<file path="config.mk">
export PLATFORM = sky130hd
export DESIGN_NAME = multi_dataflow_job_ctrl
export DESIGN_NICKNAME = d
export VERILOG_FILES = /design/src/rtl/multi_dataflow_job_ctrl.sv
export SDC_FILE = /design/constraint.sdc
export NUM_CORES = 1
export LEC_CHECK = 0
export BUFFER_PORTS_ARGS = -buffer_cell sky130_fd_sc_hd__buf_2
export CELL_PAD_IN_SITES_DETAIL_PLACEMENT = 0
export CELL_PAD_IN_SITES_GLOBAL_PLACEMENT = 2
export CORE_MARGIN = 2
export CORE_UTILIZATION = 34
export CTS_CLUSTER_DIAMETER = 120
export CTS_CLUSTER_SIZE = 40
export DETAILED_ROUTE_END_ITERATION = 10
export PLACE_DENSITY = 0.81
export SYNTH_ARGS = -nofsm -noshare
export SYNTH_HDL_FRONTEND = slang
export SYNTH_SLANG_ARGS = --single-unit
</file>
<file path="constraint.sdc">
create_clock -name clk_i -period 4.8 [get_ports clk_i]
set_clock_uncertainty 0.2 [all_clocks]
set_input_delay 0.48 -clock clk_i [delete_from_list [all_inputs] [get_ports clk_i]]
set_output_delay 0.48 -clock clk_i [all_outputs]
set_load 0.02 [all_outputs]
</file>
<file path="src/rtl/multi_dataflow_job_ctrl.sv">
// Job sequencer for multi-dataflow HWPEs: queues job descriptors, applies each job's
// dataflow config, launches every stream with its own length, counts per-stream
// handshakes and raises a one-hot done event to the offloading core.
module multi_dataflow_job_ctrl #(
  parameter int unsigned N_IN      = 2,
  parameter int unsigned N_OUT     = 1,
  parameter int unsigned N_CONTEXT = 2,
  parameter int unsigned N_CORES   = 2,
  parameter int unsigned CNT_W     = 16,
  parameter int unsigned CFG_W     = 32
) (
  input  logic                                               clk_i,
  input  logic                                               rst_i,
  input  logic                                               job_push_i,
  input  logic [CFG_W-1:0]                                   job_cfg_i,
  input  logic [N_IN*CNT_W-1:0]                              job_in_len_i,
  input  logic [N_OUT*CNT_W-1:0]                             job_out_len_i,
  input  logic [((N_CORES > 1) ? $clog2(N_CORES) : 1)-1:0]   job_core_i,
  input  logic                                               abort_i,
  input  logic [N_IN-1:0]                                    in_hs_i,
  input  logic [N_OUT-1:0]                                   out_hs_i,
  output logic                                               job_ready_o,
  output logic                                               busy_o,
  output logic [CFG_W-1:0]                                   cfg_o,
  output logic                                               cfg_load_o,
  output logic [N_IN-1:0]                                    in_req_o,
  output logic [N_IN*CNT_W-1:0]                              in_len_o,
  output logic [N_OUT-1:0]                                   out_req_o,
  output logic [N_OUT*CNT_W-1:0]                             out_len_o,
  output logic [N_CORES-1:0]                                 evt_o,
  output logic                                               overrun_o
);

  localparam int unsigned NS    = N_IN + N_OUT;
  localparam int unsigned PtrW  = (N_CONTEXT > 1) ? $clog2(N_CONTEXT) : 1;
  localparam int unsigned CntW  = $clog2(N_CONTEXT + 1);
  localparam int unsigned CoreW = (N_CORES > 1) ? $clog2(N_CORES) : 1;

  typedef enum logic [2:0] {StIdle, StLoad, StStart, StRun, StDone} state_e;

  state_e state_q, state_d;

  // Descriptor storage; the active job stays at the head until DONE or abort.
  logic [CFG_W-1:0]    cfg_mem  [N_CONTEXT];
  logic [NS*CNT_W-1:0] len_mem  [N_CONTEXT];
  logic [CoreW-1:0]    core_mem [N_CONTEXT];

  logic [PtrW-1:0] wr_ptr_q, wr_ptr_d, rd_ptr_q, rd_ptr_d;
  logic [CntW-1:0] count_q, count_d;
  logic            push_acc, pop;

  logic [CFG_W-1:0]    cfg_q, head_cfg;
  logic [NS*CNT_W-1:0] head_len;
  logic [CoreW-1:0]    head_core;

  logic [CNT_W-1:0] len_s [NS];
  logic [CNT_W-1:0] cnt_q [NS];
  logic [CNT_W-1:0] cnt_d [NS];
  logic [NS-1:0]    done_q, done_d, hs, req;
  logic             overrun_q, overrun_d;

  function automatic logic [PtrW-1:0] ptr_inc(input logic [PtrW-1:0] p);
    return (p == PtrW'(N_CONTEXT - 1)) ? '0 : p + PtrW'(1);
  endfunction

  assign job_ready_o = (count_q < CntW'(N_CONTEXT));
  assign push_acc    = job_push_i & job_ready_o;
  // The head leaves the queue on completion or on abort of an active job.
  assign pop         = (state_q == StDone) | (abort_i & (state_q != StIdle));

  assign head_cfg  = cfg_mem[rd_ptr_q];
  assign head_len  = len_mem[rd_ptr_q];
  assign head_core = core_mem[rd_ptr_q];
  assign hs        = {out_hs_i, in_hs_i};

  // Queue pointer and occupancy next-state.
  always_comb begin
    wr_ptr_d = wr_ptr_q;
    rd_ptr_d = rd_ptr_q;
    count_d  = count_q;
    if (push_acc) begin
      wr_ptr_d = ptr_inc(wr_ptr_q);
      count_d  = count_d + CntW'(1);
    end
    if (pop) begin
      rd_ptr_d = ptr_inc(rd_ptr_q);
      count_d  = count_d - CntW'(1);
    end
  end

  // Per-stream counters, done flags, start pulses and overrun detection.
  always_comb begin
    done_d    = done_q;
    overrun_d = overrun_q;
    req       = '0;
    for (int k = 0; k < NS; k++) begin
      len_s[k] = head_len[k*CNT_W +: CNT_W];
      cnt_d[k] = cnt_q[k];
    end
    if (state_q == StStart) begin
      for (int k = 0; k < NS; k++) begin
        cnt_d[k]  = '0;
        done_d[k] = (len_s[k] == '0);
        req[k]    = (len_s[k] != '0);
      end
    end else if (state_q == StRun) begin
      for (int k = 0; k < NS; k++) begin
        if (hs[k]) begin
          if (done_q[k]) begin
            overrun_d = 1'b1;
          end else begin
            cnt_d[k] = cnt_q[k] + CNT_W'(1);
            if (cnt_d[k] == len_s[k]) done_d[k] = 1'b1;
          end
        end
      end
    end
    if ((state_q != StRun) && (|hs)) overrun_d = 1'b1;
  end

  // FSM next-state; an abort of an active job always wins.
  always_comb begin
    state_d = state_q;
    unique case (state_q)
      StIdle:  if (count_d != '0) state_d = StLoad;
      StLoad:  state_d = StStart;
      StStart: state_d = (&done_d) ? StDone : StRun;
      StRun:   if (&done_d) state_d = StDone;
      StDone:  state_d = (count_d != '0) ? StLoad : StIdle;
      default: state_d = StIdle;
    endcase
    if (abort_i && (state_q != StIdle)) state_d = StIdle;
  end

  // Outputs decoded from state and head descriptor.
  always_comb begin
    busy_o     = (state_q != StIdle);
    cfg_load_o = (state_q == StLoad);
    cfg_o      = (state_q == StLoad) ? head_cfg : cfg_q;
    in_req_o   = req[N_IN-1:0];
    out_req_o  = req[NS-1:N_IN];
    in_len_o   = busy_o ? head_len[N_IN*CNT_W-1:0] : '0;
    out_len_o  = busy_o ? head_len[NS*CNT_W-1:N_IN*CNT_W] : '0;
    overrun_o  = overrun_q;
    evt_o      = '0;
    if ((state_q == StDone) && !abort_i) evt_o[head_core] = 1'b1;
  end

  // Descriptor memory write; contents are don't-care until pushed.
  always_ff @(posedge clk_i) begin
    if (push_acc) begin
      cfg_mem[wr_ptr_q]  <= job_cfg_i;
      len_mem[wr_ptr_q]  <= {job_out_len_i, job_in_len_i};
      core_mem[wr_ptr_q] <= job_core_i;
    end
  end

  // State registers with synchronous reset.
  always_ff @(posedge clk_i) begin
    if (rst_i) begin
      state_q   <= StIdle;
      wr_ptr_q  <= '0;
      rd_ptr_q  <= '0;
      count_q   <= '0;
      cfg_q     <= '0;
      done_q    <= '0;
      overrun_q <= 1'b0;
      for (int k = 0; k < NS; k++) cnt_q[k] <= '0;
    end else begin
      state_q   <= state_d;
      wr_ptr_q  <= wr_ptr_d;
      rd_ptr_q  <= rd_ptr_d;
      count_q   <= count_d;
      done_q    <= done_d;
      overrun_q <= overrun_d;
      if (state_q == StLoad) cfg_q <= head_cfg;
      for (int k = 0; k < NS; k++) cnt_q[k] <= cnt_d[k];
    end
  end

endmodule
</file>
**Word level (Yosys, flattened, before mapping)**

Memory sizes are Yosys's and may differ from the RTL's. A register that Yosys moved wholly into a read port is not among the register bits.
Index checks and enable logic that the tools add are counted.

- Reduce and logical (&&, ||, !) cells: 20
- Magnitude comparators: 3
- Equal/unequal tests: 11
- Muxes and demuxes: 58
- Add/sub/neg operators: 7
- Bitwise logic cells: 6

Operators by type and width:

| operator | count |
|---|---|
| $mux 16 | 10 |
| $mux 48 | 2 |
| $mux 32 | 2 |
| $add 16x1->16 const B | 3 |
| $eq 16x16->1 | 3 |
| $logic_not 16->1 | 3 |
| $reduce_bool 16->1 | 3 |
| $mux 1 | 33 |
| $mux 3 | 6 |
| $pmux 3 s5 | 1 |
| $eq 3x2->1 const B | 2 |
| $mux 2 | 3 |
| $logic_and 1x1->1 | 4 |
| $ne 2x1->1 const B | 2 |
| $or 1x1->1 | 4 |
| $reduce_and 2->1 | 2 |
| $reduce_bool 2->1 | 2 |
| $eq 3x1->1 const B | 1 |
| $eq 3x3->1 const B | 1 |
| $logic_not 3->1 | 1 |
| $ne 3x2->1 const B | 1 |
| $reduce_and 3->1 | 1 |
| $reduce_bool 3->1 | 1 |
| $reduce_or 3->1 | 1 |
| other kinds (11) | 13 |

- Logic and storage cells: 116
- Register bits after elaboration: 43
- Input port bits: 88
- Memories kept: 4
- Bits in writable memories: 210

Memories:

| name | words | bits a word | read ports | clocked after memory_dff | wr ports | line | RTL |
|---|---|---|---|---|---|---|---|
| len_mem | 2 | 48 | 1 | 1 | 1 | 45 | `logic [NS*CNT_W-1:0] len_mem [N_CONTEXT];` |
| cfg_mem | 2 | 32 | 1 | 1 | 1 | 44 | `logic [CFG_W-1:0] cfg_mem [N_CONTEXT];` |
| cnt_q | 3 | 16 | 3 | 0 | 3 | 57 | `logic [CNT_W-1:0] cnt_q [NS];` |
| core_mem | 2 | 1 | 1 | 1 | 1 | 46 | `logic [CoreW-1:0] core_mem [N_CONTEXT];` |

**Longest topological paths before layout**

Gate-level depths: netlist of run 1.

- Word-level depth: 10
- Depth in mapped cells: 12

**Worst setup path before layout of run 1**

No wires, ideal clock.

- Kind: input to register
- Start: input job_push_i
- End: memory cfg_mem[0][0], enable pin
- Cell stages on the path: 2
- Library setup time: 531 ps
- Path buffers: 0
- Data arrival time: 4371 ps
- Setup slack: -302 ps
- Data required time: 4069 ps
- Cells stage by stage: nor2b_1 nor2b_1

- Word-level cells in the longest chain between the ends: 3

Ends and longest elaborated chain:

| item | line | RTL |
|---|---|---|
| start: declaration | 14 | `input logic job_push_i,` |
| $and 1x1->1 | 67 | `assign push_acc = job_push_i & job_ready_o;` |
| $mux 1 | 151 | `if (push_acc) begin` |
| $mux 1 (implied by the code) | 152 | `cfg_mem[wr_ptr_q] <= job_cfg_i;` |
| end: declaration | 44 |  |

No other way between the ends.

==> results of run 1 <==
==> logic make-up after synthesis <==
family,after synthesis
AND/OR/NAND/NOR,385
flip-flops,254
AO/OA/AOI/OAI,116
XOR/XNOR,108
multiplexers,85
buffers and inverters,61
adder cells (fa/ha/maj),3
==> flip-flops by register name, summed over array words and instances (netlist names), named ones only <==
| signal | count |
|---|---|
| count_q | 2 |
| state_q | 3 |
| len_mem | 96 |
| core_mem | 2 |
| cfg_q | 32 |
| done_q | 3 |
| cfg_mem | 64 |
| overrun_o | 1 |
| rd_ptr_q | 1 |
| cnt_q | 48 |
| wr_ptr_q | 1 |
==> cell type report <==
| cell class | count | area (sq um) | area share (%) |
|---|---|---|---|
| sequential | 254 | 6710 | 48.2 |
| multi-input combinational | 697 | 4530 | 32.5 |
| timing repair buffer | 267 | 1770 | 12.7 |
| tap | 448 | 561 | 4.02 |
| clock buffer | 14 | 308 | 2.21 |
| clock inverter | 2 | 27.5 | 0.198 |
| inverter | 5 | 18.8 | 0.135 |
| antenna | 3 | 7.51 | 0.0539 |
==> cell usage after synthesis, drive strengths merged (5+ instances only) <==
cell type / count
nor2: 165
edfxtp: 162
dfxtp: 92
mux2i: 84
xnor2: 59
a21oi: 55
xor2: 47
clkbuf: 39
nand2: 39
nand3: 39
nor2b: 39
nor4: 20
nor3: 19
buf: 17
o21ai: 16
nand4: 15
and4: 10
or3: 8
a211oi: 6
and3: 6
nand2b: 6
inv: 5
==> worst paths after layout <==
kind,endpoint,slack (ns),cells past startpoint,start
min reg2reg,rd_ptr_q,0.32,2,rd_ptr_q
max reg2reg,state_q[0],1.26,8,flip-flop
min,state_q[1],0.1,3,abort_i
max,state_q[0],1.26,8,flip-flop
==> power groups by stage <==
stage               sequential (mW)  combinational (mW)  clock (mW)
detailed placement             2.75                1.40           0
global route                   2.73                1.58        1.25
finish                         2.70                1.44        1.13
CTS                            2.70                1.46        1.18
floorplan                      2.69                1.00           0
global placement               2.75                1.40           0
==> routing by layer <==
layer | vias to the layer above | GRT usage [%] | part of all wire [%] | wire (microns)
met3 | 38 | 4.36 | 7.8 | 2130
met5 | - | 0 | 0.085 | 23
met2 | 217 | 25.1 | 45 | 12300
li1 | 4076 | - | - | -
met4 | 4 | 3.48 | 2.0 | 533
met1 | 3890 | 19.8 | 45 | 12200
==> through the flow <==
step           cells  worst slack [ns]
6_report        1690              1.26
4_1_cts         1687              1.24
2_1_floorplan   1012              1.25
3_5_place_dp    1590              1.25
5_1_grt         1689              1.07
3_3_place_gp    1590              1.31
==> worst min-delay path, cell delays in order <==
cell	delay [ns]
buf_2	0.13
or4_1	0.12
a21oi_1	0.03
==> results.txt, run 1 <==
Syn Nets -> 1103
Status -> completed
Placed cell areas -> 12800 sq um
Post-synthesis adder-cell area fraction -> 0.327%
Max Cap Violations -> 0
WL final -> 27200 microns
Clk pwr share -> 21.4%
Sequential share of power -> 51.3%
Share of layout cells above drive strength 1 -> 17.5%
Setup-failing EPs final -> 0
Synth Area in Compound Gates -> 6.64%
Die H -> 188 microns
Critical Path End Type -> flip-flop
Clock sinks -> 254
CP delay by family, top -> compound AO/OA/AOI/OAI gates
Critical Path Start Type -> flip-flop
First-pass GRT wire length -> 43400 microns
CTS tree -> done
Xor/xnor share of the synthesized area -> 8.49%
PD cells -> 378 nW/um^2
CTS resizes -> 0
Psw -> 1.68 mW
Tightest Pin Transition -> 1.09 ns
Initial DRC Count -> 425
Layout area overhead -> 21.4%
Commonest non-fill, non-tap cell in the layout -> buf_2
Fraction of registers with async set/reset -> 0%
Buf/Inv on CP -> 0
Routed vias/inst -> 4.87
Root buffer cell -> clkbuf_16
Static Leak -> 4.96 nW
Ys flop type -> edfxtp_1
Initial Util -> 34.4%
Util after Layout -> 41.8%
Post-layout minimum cycle time -> 3.54 ns
Core area -> 33400 sq um
Slew Viols, Final -> 0
Normalized max-slew margin -> 27.6%
Largest family of logic cells by synthesized area -> simple AND/OR/NAND/NOR gates
Slowest stage delay, CP -> 0.97 ns
CTS H-tree lvls -> 1
Fmax achieved -> 0.282 GHz
Fin crit share -> 73.8%
Crit-path slowest cell -> dfxtp_4
Final Cell Area -> 13900 sq um
DRC -> 0
Yosys reg bits -> 254
Synthesized area -> 11500 sq um
Detail-routed net length per standard cell -> 16.1 microns
Synth area leaders -> edfxtp_1, dfxtp_1, mux2i_1
Cts hold-fix bufs -> 81
Crit-path cells -> mux2i_1 > or3_1 > a221o_1 > a2111oi_2 > and4_1 > o2111ai_2 > a2111oi_2 > nor2_1
Total Power -> 5.26 mW
Combinational power share -> 27.3%
Critical path class -> reg -> reg
Port bufs -> 176
TritonCTS Buffers -> 10
RSZ-0062 raised after global routing -> no
Share of Yosys cell area claimed by the top area cell type -> 42.4%
Hold Crit Class -> in -> reg
Pint -> 3.58 mW
Setup TNS -> 0 ns
Peak supply drop -> 254 uV
Total gr overflow -> 0
Vias in the first global route -> 8169
CTS clk-pin slew, worst paths -> 0.14 ns
Syn. warnings -> 0
Syn Inst Count -> 1012
Part of the Yosys area used for sequential elements -> 58.4%
Worst-Skew Late Latency -> 0.50 ns
Pin count of the biggest net entering global routing -> 71
Fillers -> 3307
Post-synth EDFFs -> 162
Most Frequent Cell on Critical Path -> a2111oi_2
Rows -> 67
DIE AREA -> 35300 sq um
Final Wtd Congestion -> 0.811
Mux contribution to synthesized area -> 7.46%
Netlist cell types -> 66
Via count -> 8225
Post-CTS setup repair buffer count -> 0
Most frequent cells in the layout -> buf_2, nor2_1, edfxtp_1
Final Hold Viols -> 0
Worst EP required -> 4.99 ns
Clock Path Buffers -> 3
DP HPWL -> 19400 microns
Post-route ant nets -> 0
IO Pins -> 177
CP Max Fanout -> 54
Total track usage -> 15.2%
Switching Share -> 31.9%
Synth Area per Inst -> 11.3 sq um
First-pass iteration count of the detailed router -> 6
Critical path arrival -> 3.74 ns
Hold WS -> 0.0953 ns
Post-layout nets -> 1326
Die X -> 188 microns
Simple-Gate Fraction of Synth Area -> 16.4%
Initial antenna violation count -> 5
Synth area leader -> edfxtp_1
(Power assumes the default switching activity.)
==> inputs of run 2 (changes only) <==
==> constraint.sdc (replaced) <==
create_clock -name clk_i -period 3 [get_ports clk_i]
set_clock_uncertainty 0.2 [all_clocks]
set_input_delay 0.3 -clock clk_i [delete_from_list [all_inputs] [get_ports clk_i]]
set_output_delay 0.3 -clock clk_i [all_outputs]
set_load 0.02 [all_outputs]
==> run 2 against run 1 <==
Die area is the same. Combinational power grew 74%. Non-clock buffer count grew 49. First-iteration DRC count grew 2.4%. Critical path depth shrank 2. Critical endpoint is now in_req_o[0]. Cell count grew 2.9%. Register-to-register slack lost 1.1 ns. Total power grew 62%. Highest routed layer unchanged. Sequential power grew 59%. Clock power grew 57%.
==> results.txt, run 2 (synthesis gave the netlist of run 1 again) <==
Status -> completed
Critical Path End Type -> output port
Initial DRC Count -> 435
Final Hold Viols -> 0
Clock sinks -> 254
TritonCTS Buffers -> 10
Worst EP required -> 2.50 ns
Worst reg2reg path depth -> 8
Initial Util -> 34.4%
Peak supply drop -> 487 uV
DP HPWL -> 20500 microns
CTS H-tree lvls -> 1
Initial antenna violation count -> 3
Core area -> 33400 sq um
IO Pins -> 177
Non-Filler Instances -> 1739
Root buffer cell -> clkbuf_16
Slew Viols, Final -> 0
Final worst-path setup slack -> 0.165 ns
Setup-failing EPs final -> 0
Static Leak -> 5.22 nW
CP Max Fanout -> 2
CP delay by family, top -> simple AND/OR/NAND/NOR gates
Via count -> 8400
Post-route ant nets -> 0
Die X -> 188 microns
Total gr overflow -> 0
Hold Path Depth -> 3
CTS tree -> done
Final Wtd Congestion -> 0.881
GRT met3 Usage -> 3.52%
Buf/Inv on CP -> 1
Most frequent cells in the layout -> buf_2, nor2_1, edfxtp_1
Port bufs -> 176
Critical path arrival -> 2.33 ns
Normalized max-slew margin -> 64.4%
Fin crit share -> 94.5%
Routed vias/inst -> 4.83
Total Power -> 8.55 mW
Stages on worst setup path -> 6
Post-layout nets -> 1375
Crit-path cells -> or4_1 > nor4_2 > nand4b_1 > nand2_1 > a41oi_1 > buf_2
DIE AREA -> 35300 sq um
Hold WS -> 0.191 ns
Max Cap Violations -> 0
Clock Path Buffers -> 3
CTS clk-pin slew, worst paths -> 0.14 ns
Pin count of the biggest net entering global routing -> 66
Grt met2 use -> 26.3%
DRC -> 0
Commonest non-fill, non-tap cell in the layout -> buf_2
Pre-CTS setup slack -> 0.100 ns
Critical path class -> reg -> out
Slowest stage delay, CP -> 0.55 ns
Detail-routed net length per standard cell -> 16.3 microns
Fmax achieved -> 0.353 GHz
GRT met1 Usage -> 21.3%
Layout area overhead -> 25.7%
Share of layout cells above drive strength 1 -> 21.0%
Tightest Pin Transition -> 0.533 ns
Vias in the first global route -> 8307
Top reg by flops -> len_mem
Die H -> 188 microns
Crit-path slowest cell -> or4_1
Critical Path Start Type -> flip-flop
First-pass GRT wire length -> 45100 microns
Placed insts -> 1632
Hold Crit Class -> in -> reg
Rows -> 67
Post-layout minimum cycle time -> 2.83 ns
First-pass iteration count of the detailed router -> 4
PD cells -> 592 nW/um^2
Worst-Skew Late Latency -> 0.49 ns
Total track usage -> 15.8%
Max reg flops -> 96
Layer with the highest usage -> met2
WL final -> 28400 microns
Largest registers -> len_mem x96, cfg_mem x64, cnt_q x48
## run 2: changes by cell type in the layout (fill, tap and decap cells not counted), sizes merged
cell and change:
buf +44, dlygate4sd3 +5
## run 2: worst reg2reg max path, cell delays in order (launching register included)
cell,delay [ns]
dfxtp_4,0.48
buf_12,0.21
mux2i_1,0.48
nor4_1,0.13
a2111oi_0,0.37
and4_1,0.30
o2111ai_4,0.18
a2111oi_4,0.32
nor2_1,0.08
## run 2: stage by stage
step,setup TNS [ns],cell area [sq um],util [%]
after global placement,0,13200,39.5
after CTS,0,14300,43.0
after detailed placement,0,13200,39.5
after global routing,-0.0131,14400,43.2
after floorplan,0,11500,-
final,0,14400,43.2
## run 2: power breakdown
part | internal, mW | switching [mW]
clock | 0.702 | 1.06
combinational | 0.973 | 1.53
sequential | 4.12 | 0.154
total | 5.80 | 2.75
## run 2: final timing paths
path	from	to	slack, ns
worst max-delay path	len_mem[1][8]	in_req_o[0]	0.17
worst min-delay path	rst_i	done_q[1]	0.19
worst max register to register	flip-flop	state_q[0]	0.17
worst min register to register	rd_ptr_q	rd_ptr_q	0.32
## run 2: layout make-up
class	count	area (sq um)
timing repair buffer	316	2220
clock buffer	14	287
inverter	5	18.8
fill	3242	18900
sequential	254	6710
tap	448	561
multi-input combinational	697	4590
clock inverter	2	25.0
antenna	3	7.51
## run 2: layer usage
| metal | vias up | share of wire (%) | wire length (microns) |
|---|---|---|---|
| li1 | 4175 | - | - |
| met1 | 3982 | 46 | 13100 |
| met2 | 208 | 46 | 13100 |
| met3 | 33 | 5.9 | 1680 |
| met4 | 2 | 1.5 | 438 |
| met5 | - | 0.046 | 13 |
## run 2: repair_timing
item | CTS | global route
setup endpoints to repair | 0 | 4
hold buffers | 86 | 0
hold endpoints to repair | 166 | 0
setup buffers | 0 | 2
gates resized for setup | 0 | 13
==> inputs of run 3 (changes only) <==
--- a/config.mk
+++ b/config.mk
@@ -8,12 +8,12 @@
 export BUFFER_PORTS_ARGS = -buffer_cell sky130_fd_sc_hd__buf_2
 export CELL_PAD_IN_SITES_DETAIL_PLACEMENT = 0
 export CELL_PAD_IN_SITES_GLOBAL_PLACEMENT = 2
-export CORE_MARGIN = 2
-export CORE_UTILIZATION = 34
+export CORE_MARGIN = 3
+export CORE_UTILIZATION = 37
 export CTS_CLUSTER_DIAMETER = 120
 export CTS_CLUSTER_SIZE = 40
 export DETAILED_ROUTE_END_ITERATION = 10
-export PLACE_DENSITY = 0.81
+export PLACE_DENSITY = 0.84
 export SYNTH_ARGS = -nofsm -noshare
 export SYNTH_HDL_FRONTEND = slang
 export SYNTH_SLANG_ARGS = --single-unit
==> constraint.sdc (replaced) <==
create_clock -name clk_i -period 2.7 [get_ports clk_i]
set_clock_uncertainty 0.2 [all_clocks]
set_input_delay 0.27 -clock clk_i [delete_from_list [all_inputs] [get_ports clk_i]]
set_output_delay 0.27 -clock clk_i [all_outputs]
set_load 0.02 [all_outputs]
==> run 3 against run 2 <==
The flow now finishes with violations (setup timing). Non-clock buffer count grew 63. Via count grew 1.8%. Critical path depth grew 3. Core utilization grew 6.9 points. Cell count grew 0.12%. Cell area grew 4.6%. Clock power grew 7%. Routed wire length grew 2.8%. Hold slack lost 0.030 ns. Setup slack lost 0.29 ns. Clock-buffer cell count is the same. Die area shrank 5.9%. Largest power group unchanged. Highest routed layer unchanged.
==> results.txt, run 3 (synthesis gave the netlist of run 1 again) <==
Die X -> 182 microns
Root buffer cell -> clkbuf_16
TritonCTS Buffers -> 10
Clock sinks -> 254
Clock Path Buffers -> 3
Most frequent cells in the layout -> buf_2, nor2_1, edfxtp_1
Slew Viols, Final -> 0
Peak supply drop -> 547 uV
Critical Path Start Type -> flip-flop
N_diodes -> 0
IO Pins -> 177
CTS clk-pin slew, worst paths -> 0.13 ns
PD cells -> 641 nW/um^2
Critical path arrival -> 3.00 ns
Metal2 WL -> 14000 microns
Share of layout cells above drive strength 1 -> 26.1%
Post-route ant nets -> 0
Total Power -> 9.68 mW
Vias in the first global route -> 8768
DIE AREA -> 33200 sq um
Static Leak -> 5.60 nW
CTS H-tree lvls -> 1
Fmax achieved -> 0.354 GHz
WL final -> 29200 microns
Final Hold Viols -> 0
Max reg flops -> 96
CP Max Fanout -> 3
Pin count of the biggest net entering global routing -> 66
Layout area overhead -> 31.5%
Hold path start -> rst_i
R2r setup slk -> -0.13 ns
First-pass iteration count of the detailed router -> 5
Hold Crit Class -> in -> reg
Total gr overflow -> 0
RSZ-0062 raised after global routing -> yes
Post-layout nets -> 1438
DRC -> 0
Rows -> 63
Final worst-path setup slack -> -0.126 ns
WL met1 -> 13300 microns
Critical path class -> reg -> reg
Final Wtd Congestion -> 0.828
Via count -> 8552
Top reg by flops -> len_mem
Largest registers -> len_mem x96, cfg_mem x64, cnt_q x48
Tightest Pin Transition -> 0.574 ns
Die H -> 182 microns
Status -> finished with violations
Failing checks -> setup timing
Initial Util -> 38.1%
Port bufs -> 176
R2r endpoint -> state_q[0]
Total track usage -> 17.2%
Worst reg2reg path depth -> 9
Detail-routed net length per standard cell -> 16.8 microns
Fin crit share -> 105%
Top Metal Used -> met5
Setup TNS -> -0.304 ns
Initial DRC Count -> 393
DP HPWL -> 21000 microns
Setup-failing EPs final -> 4
CTS tree -> done
Max Cap Violations -> 0
First-pass GRT wire length -> 46100 microns
Hold Path Sink -> count_q[0]
WL met3 -> 1420 microns
Initial antenna violation count -> 1
Commonest non-fill, non-tap cell in the layout -> buf_2
Post-layout minimum cycle time -> 2.83 ns
Fillers -> 2760
Core area -> 30100 sq um
Hold Path Depth -> 3
Routed vias/inst -> 4.91
Critical Path End Type -> flip-flop
Worst-Skew Late Latency -> 0.48 ns
Normalized max-slew margin -> 61.6%
Worst EP required -> 2.88 ns
run 3: changes by cell type in the layout (fill, tap and decap cells not counted), sizes merged:
cell	change
diode	-3
dlygate4sd3	-1
buf	+63
bufbuf	+1
run 3: repair_timing:
item	4_1_cts	5_1_grt
resized for setup	26	19
setup endpoints to repair	36	35
hold buffers	85	0
pin swaps	9	12
gates cloned	1	0
hold endpoints to repair	166	0
setup buffers	2	3
run 3: worst max-delay path: stages, from the launching register on:
cell	delay (ns)
dfxtp_4	0.39
buf_12	0.13
mux2i_1	0.12
or3_1	0.40
a221o_1	0.32
a2111oi_2	0.29
and4_1	0.28
o2111ai_4	0.18
a2111oi_4	0.33
nor2_1	0.08
run 3: final cells by class:
cell class                      count  area, sq um  area share [%]
Clock buffer                       14          287            1.90
Clock inverter                      2         20.0           0.133
Inverter                            5         18.8           0.124
Multi-Input combinational cell    697         4770            31.6
Sequential cell                   254         6710            44.5
Tap cell                          390          488            3.23
Timing Repair Buffer              379         2800            18.5
run 3: worst max-delay path by stage:
stage | endpoint | slack, ns | depth (start not counted)
6_report | state_q[0] | -0.13 | 9
5_1_grt | state_q[0] | -0.28 | 10
4_1_cts | in_req_o[0] | -0.18 | 8
3_5_place_dp | state_q[2] | -0.07 | 11
3_3_place_gp | state_q[2] | -0.06 | 9
2_1_floorplan | state_q[0] | 0.002 | 9
run 3: metal layers:
metal	up-vias	global-route usage [%]
met5	-	0
li1	4299	-
met3	31	2.93
met2	183	29.7
met1	4037	22.9
met4	2	3.29
run 3: where the power goes:
group,internal (mW),total [mW],switching (mW)
registers,4.58,4.75,0.174
logic,1.26,3.02,1.76
clock network,0.774,1.90,1.13
total,6.61,9.68,3.06
run 3: stage by stage:
step	cell area [sq um]	setup slack, ns	utilization, %	hold WS, ns	instances
global route	15100	-0.278	50.1	0.175	1741
floorplan	11500	0.00156	-	0.142	1012
finish	15100	-0.126	50.1	0.161	1741
CTS	15000	-0.182	49.7	0.162	1740
detailed placement	13600	-0.0726	45.2	0.261	1636
global placement	13600	-0.0639	45.2	0.258	1636
